**src/rtl/trivium_stream.sv**
```systemverilog
// Trivium stream cipher core: key/IV load, warm-up, then W keystream
// bits per cycle XORed onto a valid/ready word stream of programmed length.
`timescale 1ns/1ps
module trivium_stream #(
   parameter int W     = 8,
   parameter int LEN_W = 12
) (
   input  logic             clk,
   input  logic             reset,
   input  logic             start,
   input  logic [79:0]      key,
   input  logic [79:0]      iv,
   input  logic [LEN_W-1:0] len,
   input  logic [W-1:0]     in_data,
   input  logic             in_valid,
   output logic             in_ready,
   output logic [W-1:0]     out_data,
   output logic             out_valid,
   input  logic             out_ready,
   output logic             busy,
   output logic             done
);

   localparam int INIT_CYC = 1152 / W;
   localparam int IC_W     = 11;

   typedef enum logic [1:0] {
      S_IDLE,
      S_INIT,
      S_RUN,
      S_DONE
   } state_e;

   state_e             state_q, state_d;
   logic [287:0]       st_q, st_d;
   logic [IC_W-1:0]    init_cnt_q, init_cnt_d;
   logic [LEN_W-1:0]   word_cnt_q, word_cnt_d;
   logic [LEN_W-1:0]   len_q, len_d;
   logic [W-1:0]       out_data_q, out_data_d;
   logic               out_valid_q, out_valid_d;
   logic               done_q, done_d;

   logic [287:0]       st_adv;
   logic [W-1:0]       ks;
   logic               t1, t2, t3;
   logic               xfer_in;
   logic               last_out;
   logic               init_last;
   logic [287:0]       st_load;

   // bit s(i) of the cipher state lives at st[i-1]
   assign st_load = {3'b111, 112'd0, iv, 13'd0, key};

   assign xfer_in   = in_valid & in_ready;
   assign last_out  = (state_q == S_RUN) & out_valid_q & out_ready &
                      (word_cnt_q == len_q);
   assign init_last = (init_cnt_q == IC_W'(INIT_CYC - 1));

   // W unrolled rounds; round j produces keystream bit j
   always_comb begin
      st_adv = st_q;
      ks     = '0;
      t1     = 1'b0;
      t2     = 1'b0;
      t3     = 1'b0;
      for (int j = 0; j < W; j++) begin
         t1 = st_adv[65]  ^ st_adv[92];
         t2 = st_adv[161] ^ st_adv[176];
         t3 = st_adv[242] ^ st_adv[287];
         ks[j] = t1 ^ t2 ^ t3;
         t1 = t1 ^ (st_adv[90]  & st_adv[91])  ^ st_adv[170];
         t2 = t2 ^ (st_adv[174] & st_adv[175]) ^ st_adv[263];
         t3 = t3 ^ (st_adv[285] & st_adv[286]) ^ st_adv[68];
         st_adv = {st_adv[286:177], t2,
                   st_adv[175:93],  t1,
                   st_adv[91:0],    t3};
      end
   end

   // FSM state register
   always_ff @(posedge clk) begin
      if (reset) state_q <= S_IDLE;
      else       state_q <= state_d;
   end

   // FSM next state; a zero-length message skips warm-up entirely
   always_comb begin
      state_d = state_q;
      unique case (state_q)
         S_IDLE, S_DONE: begin
            if (start) state_d = (len == '0) ? S_DONE : S_INIT;
         end
         S_INIT: begin
            if (init_last) state_d = S_RUN;
         end
         S_RUN: begin
            if (last_out) state_d = S_DONE;
         end
         default: state_d = S_IDLE;
      endcase
   end

   // FSM outputs; input stops once the whole message is loaded
   always_comb begin
      in_ready = 1'b0;
      busy     = 1'b0;
      unique case (state_q)
         S_INIT: busy = 1'b1;
         S_RUN: begin
            busy     = 1'b1;
            in_ready = (~out_valid_q | out_ready) &
                       (word_cnt_q != len_q);
         end
         default: begin
            in_ready = 1'b0;
            busy     = 1'b0;
         end
      endcase
   end

   // datapath next values: load, warm-up advance, per-transfer advance
   always_comb begin
      st_d        = st_q;
      init_cnt_d  = init_cnt_q;
      word_cnt_d  = word_cnt_q;
      len_d       = len_q;
      out_data_d  = out_data_q;
      out_valid_d = out_valid_q;
      done_d      = 1'b0;
      unique case (state_q)
         S_IDLE, S_DONE: begin
            out_valid_d = 1'b0;
            if (start) begin
               st_d       = st_load;
               len_d      = len;
               init_cnt_d = '0;
               word_cnt_d = '0;
               done_d     = (len == '0);
            end
         end
         S_INIT: begin
            st_d       = st_adv;
            init_cnt_d = init_cnt_q + 1'b1;
         end
         S_RUN: begin
            if (xfer_in) begin
               st_d        = st_adv;
               out_data_d  = in_data ^ ks;
               out_valid_d = 1'b1;
               word_cnt_d  = word_cnt_q + 1'b1;
            end else if (out_ready) begin
               out_valid_d = 1'b0;
            end
            done_d = last_out;
         end
         default: out_valid_d = 1'b0;
      endcase
   end

   // datapath registers
   always_ff @(posedge clk) begin
      if (reset) begin
         st_q        <= '0;
         init_cnt_q  <= '0;
         word_cnt_q  <= '0;
         len_q       <= '0;
         out_data_q  <= '0;
         out_valid_q <= 1'b0;
         done_q      <= 1'b0;
      end else begin
         st_q        <= st_d;
         init_cnt_q  <= init_cnt_d;
         word_cnt_q  <= word_cnt_d;
         len_q       <= len_d;
         out_data_q  <= out_data_d;
         out_valid_q <= out_valid_d;
         done_q      <= done_d;
      end
   end

   assign out_data  = out_data_q;
   assign out_valid = out_valid_q;
   assign done      = done_q;

endmodule

```
**config.mk**
```make
export PLATFORM = sky130hd
export DESIGN_NAME = trivium_stream
export DESIGN_NICKNAME = d
export VERILOG_FILES = /design/src/rtl/trivium_stream.sv
export SDC_FILE = /design/constraint.sdc
export NUM_CORES = 1
export LEC_CHECK = 0
export ABC_AREA = 1
export CORE_MARGIN = 2
export CORE_UTILIZATION = 35
export DETAILED_ROUTE_END_ITERATION = 8
export SYNTH_ARGS = -nofsm -noshare
export SYNTH_HDL_FRONTEND = slang
export SYNTH_SLANG_ARGS = --single-unit
```
**constraint.sdc**
```tcl
create_clock -name clk -period 2.3 [get_ports clk]
set_input_delay 0.69 -clock clk [delete_from_list [all_inputs] [get_ports clk]]
set_output_delay 0.69 -clock clk [all_outputs]
set_load 0.01 [all_outputs]
```
[Word level (Yosys, flattened, before mapping)]
Index checks and enable logic that the tools add are counted.
Storage, ports and cells
  flip-flop bits (word level): 335
  output and inout bits: 12
Operators by class
  $add $sub $neg: 2
  equal/unequal tests: 11
  muxes and demuxes: 20
  bitwise logic cells: 120
  reduce and logical (&&, ||, !) cells: 13
Operator list (number)
  $pmux 288 s3: 1
  $mux 288: 2
  $xor 1x1->1: 88
  $and 1x1->1: 29
  $mux 12: 2
  $pmux 12 s2: 1
  $pmux 11 s2: 1
  $add 12x1->12 const B: 1
  $eq 12x12->1: 1
  $logic_not 12->1: 1
  $ne 12x12->1: 1
  $add 11x1->11 const B: 1
  $eq 11x8->1 const B: 1
  $mux 11: 1
  $reduce_and 2->1: 5
  $mux 2: 4
  $ne 2x2->1 const B: 4
  $xor 8x8->8: 1
  $pmux 2 s3: 1
  $reduce_and 3->1: 2
  $mux 1: 5
  $eq 2x2->1 const B: 2
  $pmux 1 s2: 2
  $reduce_bool 2->1: 2
  other kinds (6): 7

[Logic depth before layout (Yosys ltp)]
Gate-level depths: netlist (run 1).
  depth after elaboration: 7
  gate-level depth with buffers: 14
  gate-level depth less buffers: 11

[Worst setup path before layout (run 1)]
Ideal clock, no wire load.
  path type: flip-flop to output port
  from: register state_q[0]
  to: output busy
  arrival time: 1.493 ns
  data required time: 1.610 ns
  setup slack: 0.117 ns
  stages on the path, launching flop included: 7
  buffers on the path: 3
  cell sequence: dfxtp_1 inv_1 ha_1 buf_2 inv_2 clkbuf_1 clkbuf_1
Between the ends
  longest elaborated chain between the ends: 3
  elaborated cells on any way between the ends: 4
RTL lines
  start, declared: RTL line 34  | state_e state_q, state_d;
  start signal, assigned: RTL line 83  | else state_q <= state_d;
  $eq 2x2->1 / $eq 2x1->1 (equally long branches): RTL line 107  | unique case (state_q)
  $reduce_or 2->1 (no source line) (*)
  $mux 1 (*): RTL line 107
  end, declared: RTL line 20  | output logic busy,
Mark *: on every way between the ends. The rest lies on a longest branch, timed or not.

[Worst setup path after layout (run 1)]
  from: register word_cnt_q[4]
  to: output in_ready
Between the ends
  longest elaborated chain between the ends: 3
RTL lines
  start, declared: RTL line 37  | logic [LEN_W-1:0] word_cnt_q, word_cnt_d;
  start signal, assigned: RTL line 173  | word_cnt_q <= word_cnt_d;
  $ne 12x12->1: RTL line 112  | (word_cnt_q != len_q);
  $and 1x1->1: RTL line 111  | in_ready = (~out_valid_q | out_ready) &
  $mux 1: RTL line 107
  end, declared: RTL line 16  | output logic in_ready,
No other way between the ends.

==> flow_metrics.tcl, run 1 <==
set metrics [dict create \
    synth_top_area_share_pct 42.0 \
    drv_cap 0 \
    power.leakage_nw 7.91 \
    place_hpwl_mm 33.1 \
    syn_avg_cell_area_sq_um 7.08 \
    timing.final.crit_share_pct 99.5 \
    synth_top_family_by_area "simple AND/OR/NAND/NOR gates" \
    grt_overflow_total 0 \
    crit_type "reg -> out" \
    seqPwrFrac_pct 30.1 \
    area_growth_pct 30.8 \
    slowest_stage "dfxtp_2" \
    synthFlopType "dfxtp_1" \
    via_per_inst 5.08 \
    intPower_mw 16.2 \
    p_switching_mw 11.6 \
    wl_mm 49.9 \
    die_area_sq_mm 0.0473 \
    num_rows 78 \
    cts_sinks 335 \
    start_util_pct 35.3 \
    fp.dieW_microns 218 \
    routabilityCongestion 0.876 \
    synth_warnings 0 \
    slowest_delay_ps 330 \
    period_needed_ps 2290 \
    finalPower_mw 27.8 \
    vias 15500 \
    grt_pass1_wl_mm 78.9 \
    netlist_area_sq_mm 0.0160 \
    yosysTopAreaCell "dfxtp_1" \
    first_global_vias 14900 \
    die_h_microns 218 \
    slew_violations 0 \
    min_path_type "reg -> reg" \
    sw_frac_of_total_pct 41.7 \
    synth-xor-area-share_pct 5.81 \
    drt_iter0_drc 1088 \
    clkLatencyLatePin_ps 550 \
    wl_per_cell_microns 16.3 \
    ys_top_cells_by_area "dfxtp_1 42%, nand2_1 18%, nand3_1 9.7%" \
    worstPathMaxFanout 3 \
    synth.mux.area_fraction_pct 0 \
    yosysSeqAreaShare_pct 42.0 \
    status "completed" \
    drive_above_1_share_pct 13.7 \
    finalSetupViolations 0 \
    portBuffers 196 \
    cts_tree "done" \
    rsz0062_at_grt "yes" \
    antenna_left 0 \
    cts_buffer_depth 3 \
    synth_compound_area_share_pct 13.2 \
    worstSetupStartpointType "flop" \
    fin_nets 2618 \
    synth-seq-cells 335 \
    cp_cell_sequence "inv_2, nand2_1, nand2_1, nand2_2, nor2_4, nand3_2, nand2_2, inv_2, buf_6" \
    synth-simple-area-share_pct 31.6 \
    cp.required_ps 1610 \
    hold_viol 0 \
    max_clock_freq_mhz 437 \
    core_sq_mm 0.0452 \
    arrival_ps 1600 \
    fin_setup_tns_ps 0 \
    clk_pin_slew_ps 60 \
    grt_max_degree 114 \
    h-tree-depth 2 \
    cts_buffers 39 \
    cts-root-buf "clkbuf_16" \
    synth_adder_area_share_pct 0.392 \
    synth_fp_nets 2446 \
    grtUsageTotal_pct 20.6 \
    p_clk_share_pct 22.6 \
    skew_ps 9.38 \
    p_comb_share_pct 47.3 \
    slew_headroom_pct 61.7 \
    synth_edf_count 0 \
    antenna_found_initial 1 \
    dr.pass1.iters 5 \
    ios 197 \
    syn_inst 2256 \
    ir_drop_mv 0.955 \
    synthArstFlopShare_pct 0 \
    powerDensity_mw_per_mm2 1330 \
    synth.distinct_cells 30 \
    worstMarginPinSlew_ps 575 \
    drc_errors 0 \
    end_kind "output pin" \
]
==> per-stage QoR <==
stage	area, sq um	cells	utilization, %	hold WS, ps	setup slack [ps]
after floorplan	16000	2256	-	439	117
after global placement	18800	2955	41.6	448	-481
after detailed placement	18800	2955	41.6	451	-456
after CTS	20600	3045	45.6	458	-126
after global routing	20900	3054	46.2	468	-82.3
final	20900	3055	46.2	453	12.6
==> worst max-delay path: cells and delay by family (launching register included) <==
kind,cells,cell delay (ps)
flops,1,330
simple gates,6,520
buf+inv,3,200
==> state kept, by name (all words and copies together), names as in the netlist <==
signal / cells
len_q: 12
done: 1
init_cnt_q: 11
st_q: 288
state_q: 2
word_cnt_q: 12
out_valid: 1
out_data: 8
==> power groups by stage <==
stage,Sequential [mW],Combinational (mW),Clock (mW)
after floorplan,8.10,8.31,0
after global placement,8.39,11.7,0
after detailed placement,8.42,11.8,0
after CTS,8.32,12.8,6.40
after global routing,8.53,14.5,6.62
final,8.38,13.2,6.28
==> synthesized netlist by cell type, types with 21 or more instances <==
library cell  instances
a21oi_1             297
a21oi_2              37
buf_1                21
buf_2                33
clkbuf_1             86
dfxtp_1             335
inv_1                41
nand2_1             773
nand2_2              40
nand3_1             309
nor2_1               49
o21ai_0              54
xnor2_1              55
xor2_1               51
==> timing repair <==
item	in CTS	in global routing
hold buffers	0	0
setup endpoints to repair	2	310
gates cloned	5	5
pin swaps	20	26
gates resized for setup	64	54
setup buffers	20	8
==> logic make-up (layout without fill, tap and decap cells) <==
logic type      count (synthesis)  count (layout)
buf+inv                       223             420
fa+ha+maj                       5               5
xor+xnor                      106             106
other cells                     0               1
simple gates                 1195            1196
compound gates                392             392
flops                         335             335
==> cell usage in the layout (no fill, tap or decap), drive strengths merged, types with 5 or more instances in the layout <==
cell,n
buf,107
clkdlybuf4s50,192
inv,48
o21ai,54
dfxtp,335
xnor2,55
a21oi,334
nand2,816
clkinv,8
nor3,10
ha,5
xor2,51
clkbuf,58
nor2,50
nand3,311
==> metal layers <==
layer / routed length (microns) / global-route usage [%] / vias to the layer above
met5: 0 / 0 / -
met4: 1200 / 5.78 / 0
met3: 3410 / 3.89 / 66
met2: 22200 / 32.3 / 461
met1: 23100 / 28.8 / 7301
li1: - / - / 7703
==> final cells by class <==
cell class,instances,area [sq um]
Antenna cell,1,2.50
Clock buffer,53,1140
Clock inverter,14,154
Fill cell,4493,24300
Inverter,47,189
Multi-Input combinational cell,1699,8450
Sequential cell,335,6730
Tap cell,600,751
Timing Repair Buffer,306,3460
==> worst paths after layout <==
path                                    start       end  slack, ps  cells past startpoint
worst max-delay path            word_cnt_q[4]  in_ready         10                      9
worst min-delay path                 len_q[8]  len_q[8]        450                      2
worst max register to register     state_q[0]  st_q[28]        150                     16
worst min register to register       len_q[8]  len_q[8]        450                      2
Note: power is estimated with default switching activity, not from simulation.
==> run 2, diff against run 1 <==
--- a/config.mk
+++ b/config.mk
@@ -6,6 +6,7 @@
 export NUM_CORES = 1
 export LEC_CHECK = 0
 export ABC_AREA = 1
+export CORE_ASPECT_RATIO = 2
 export CORE_MARGIN = 2
 export CORE_UTILIZATION = 35
 export DETAILED_ROUTE_END_ITERATION = 8
==> constraint.sdc (replaced) <==
create_clock -name clk -period 2 [get_ports clk]
set_input_delay 0.6 -clock clk [delete_from_list [all_inputs] [get_ports clk]]
set_output_delay 0.6 -clock clk [all_outputs]
set_load 0.01 [all_outputs]
==> flow_metrics.tcl, run 2 (synthesized netlist as in run 1, its figures left out) <==
set metrics [dict create \
    status "complete, but fails checks" \
    violations "setup timing" \
    r2r_end "st_q[173]" \
    reg2reg_depth 14 \
    cts_buffers 34 \
    clk_pin_slew_ps 70 \
    ir_drop_mv 0.944 \
    cts_tree "done" \
    core_sq_mm 0.0450 \
    cp.required_ps 1400 \
    place_hpwl_mm 34.5 \
    ff2ff_setup_slack_ps 20 \
    hp-start "reset" \
    rsz0062_at_grt "yes" \
    min_path_type "in -> reg" \
    biggestRegsByFlops "st_q (288), len_q (12), word_cnt_q (12)" \
    h-tree-depth 2 \
    n_fill_cell 4479 \
    first_global_vias 15500 \
    grt.busiest_layer "met2" \
    fin_setup_tns_ps -170 \
    globalRouteMet2Util_pct 37.7 \
    place_worst_setup_slack_ps -585 \
    slew_headroom_pct 61.4 \
    antenna_left 0 \
    clkLatencyLatePin_ps 550 \
    fin_nets 2663 \
    vias 15900 \
    grt_use_met3_pct 2.39 \
    portBuffers 196 \
    worstMarginPinSlew_ps 572 \
    die_area_sq_mm 0.0474 \
    via_per_inst 5.21 \
    area_growth_pct 32.7 \
    min_path_cells 2 \
    crit_type "reg -> out" \
    routabilityCongestion 0.915 \
    worstPathMaxFanout 3 \
    grt_pass1_wl_mm 80.1 \
    period_needed_ps 2170 \
    slew_violations 0 \
    ios 197 \
    die_h_microns 306 \
    largest_reg_flops 288 \
    num_rows 110 \
    final_cell_mix "768 x nand2_1, 325 x dfxtp_1, 309 x nand3_1" \
    power.leakage_nw 8.19 \
    hold_viol 0 \
    fin_ws_ps -170 \
    stdcell_area_sq_mm 0.0212 \
    worstSetupStartpointType "flop" \
    timing.rr.start "word_cnt_q[4]" \
    grtUsageTotal_pct 20.9 \
    max_clock_freq_mhz 461 \
    whs_ps 361 \
    finalSetupViolations 1 \
    dp.cells 2947 \
    end_kind "output pin" \
    regMostFlops "st_q" \
    drv_cap 0 \
    cts-root-buf "clkbuf_16" \
    powerDensity_mw_per_mm2 1590 \
    cts_buffer_depth 3 \
    dr.pass1.iters 5 \
    fp.dieW_microns 155 \
    post_dp_cell_area_sq_mm 0.0189 \
    drive_above_1_share_pct 14.0 \
    min_to "st_q[244]" \
    grt_max_degree 86 \
    wl_mm 55.2 \
    cts_sinks 335 \
    drc_errors 0 \
    drt_iter0_drc 1185 \
    start_util_pct 35.5 \
    finalNonFillerCells 3058 \
    wl_per_cell_microns 18.1 \
    layout_commonest_cell "nand2_1" \
    skew_ps 36.2 \
    arrival_ps 1570 \
    antenna_found_initial 3 \
    grt_use_met1_pct 23.9 \
    grt_overflow_total 0 \
    timing.final.crit_share_pct 108 \
]
==> run 2: through the flow <==
step	total power, mW	utilization [%]
floorplan	18.9	-
global placement	23.5	42.0
detailed placement	23.7	42.0
CTS	31.4	45.3
global route	35.7	47.1
finish	33.7	47.1
==> run 2: worst max path at each step <==
stage	from	end	slack [ps]	depth (start not counted)
floorplan	state_q[0]	busy	5	6
global placement	out_ready	in_ready	-660	6
detailed placement	out_ready	in_ready	-590	6
CTS	word_cnt_q[10]	in_ready	-230	9
global route	word_cnt_q[4]	in_ready	-250	9
finish	word_cnt_q[4]	in_ready	-170	9
==> run 2: final cells by class <==
class                           instances  area [sq um]  area share, %
Antenna cell                            3          7.51         0.0354
Clock buffer                           42           942           4.45
Clock inverter                         16           264           1.25
Inverter                               47           189          0.891
Multi-Input combinational cell       1700          8320           39.2
Sequential cell                       335          6720           31.7
Tap cell                              560           701           3.31
Timing Repair Buffer                  355          4050           19.1
==> run 2: per-layer routing <==
| layer | wire [microns] | share of wire [%] |
|---|---|---|
| met5 | 0 | 0 |
| met4 | 2880 | 5.2 |
| met3 | 2640 | 4.8 |
| met2 | 28300 | 51 |
| met1 | 21400 | 39 |
==> run 2: report_power, final <==
group	switching [mW]	internal (mW)	total (mW)
clock network	2.87	4.16	7.03
logic	10.1	7.08	17.1
registers	1.17	8.39	9.55
==> run 2: worst max-delay path, stage by stage, from the launching register on <==
cell     delay [ps]
dfxtp_2         330
inv_2            50
nand2_1          60
nand2_1          70
nand2_2          80
nor2_4          120
nand3_2          90
nand2_1          70
inv_1            40
buf_2           130
==> run 2: what timing repair did <==
| action | 4_1_cts | 5_1_grt |
|---|---|---|
| gates cloned | 3 | 22 |
| setup endpoints to repair | 310 | 305 |
| pin swaps | 8 | 12 |
| buffers inserted | 10 | 17 |
| hold buffers | 0 | 0 |
| resized for setup | 38 | 54 |
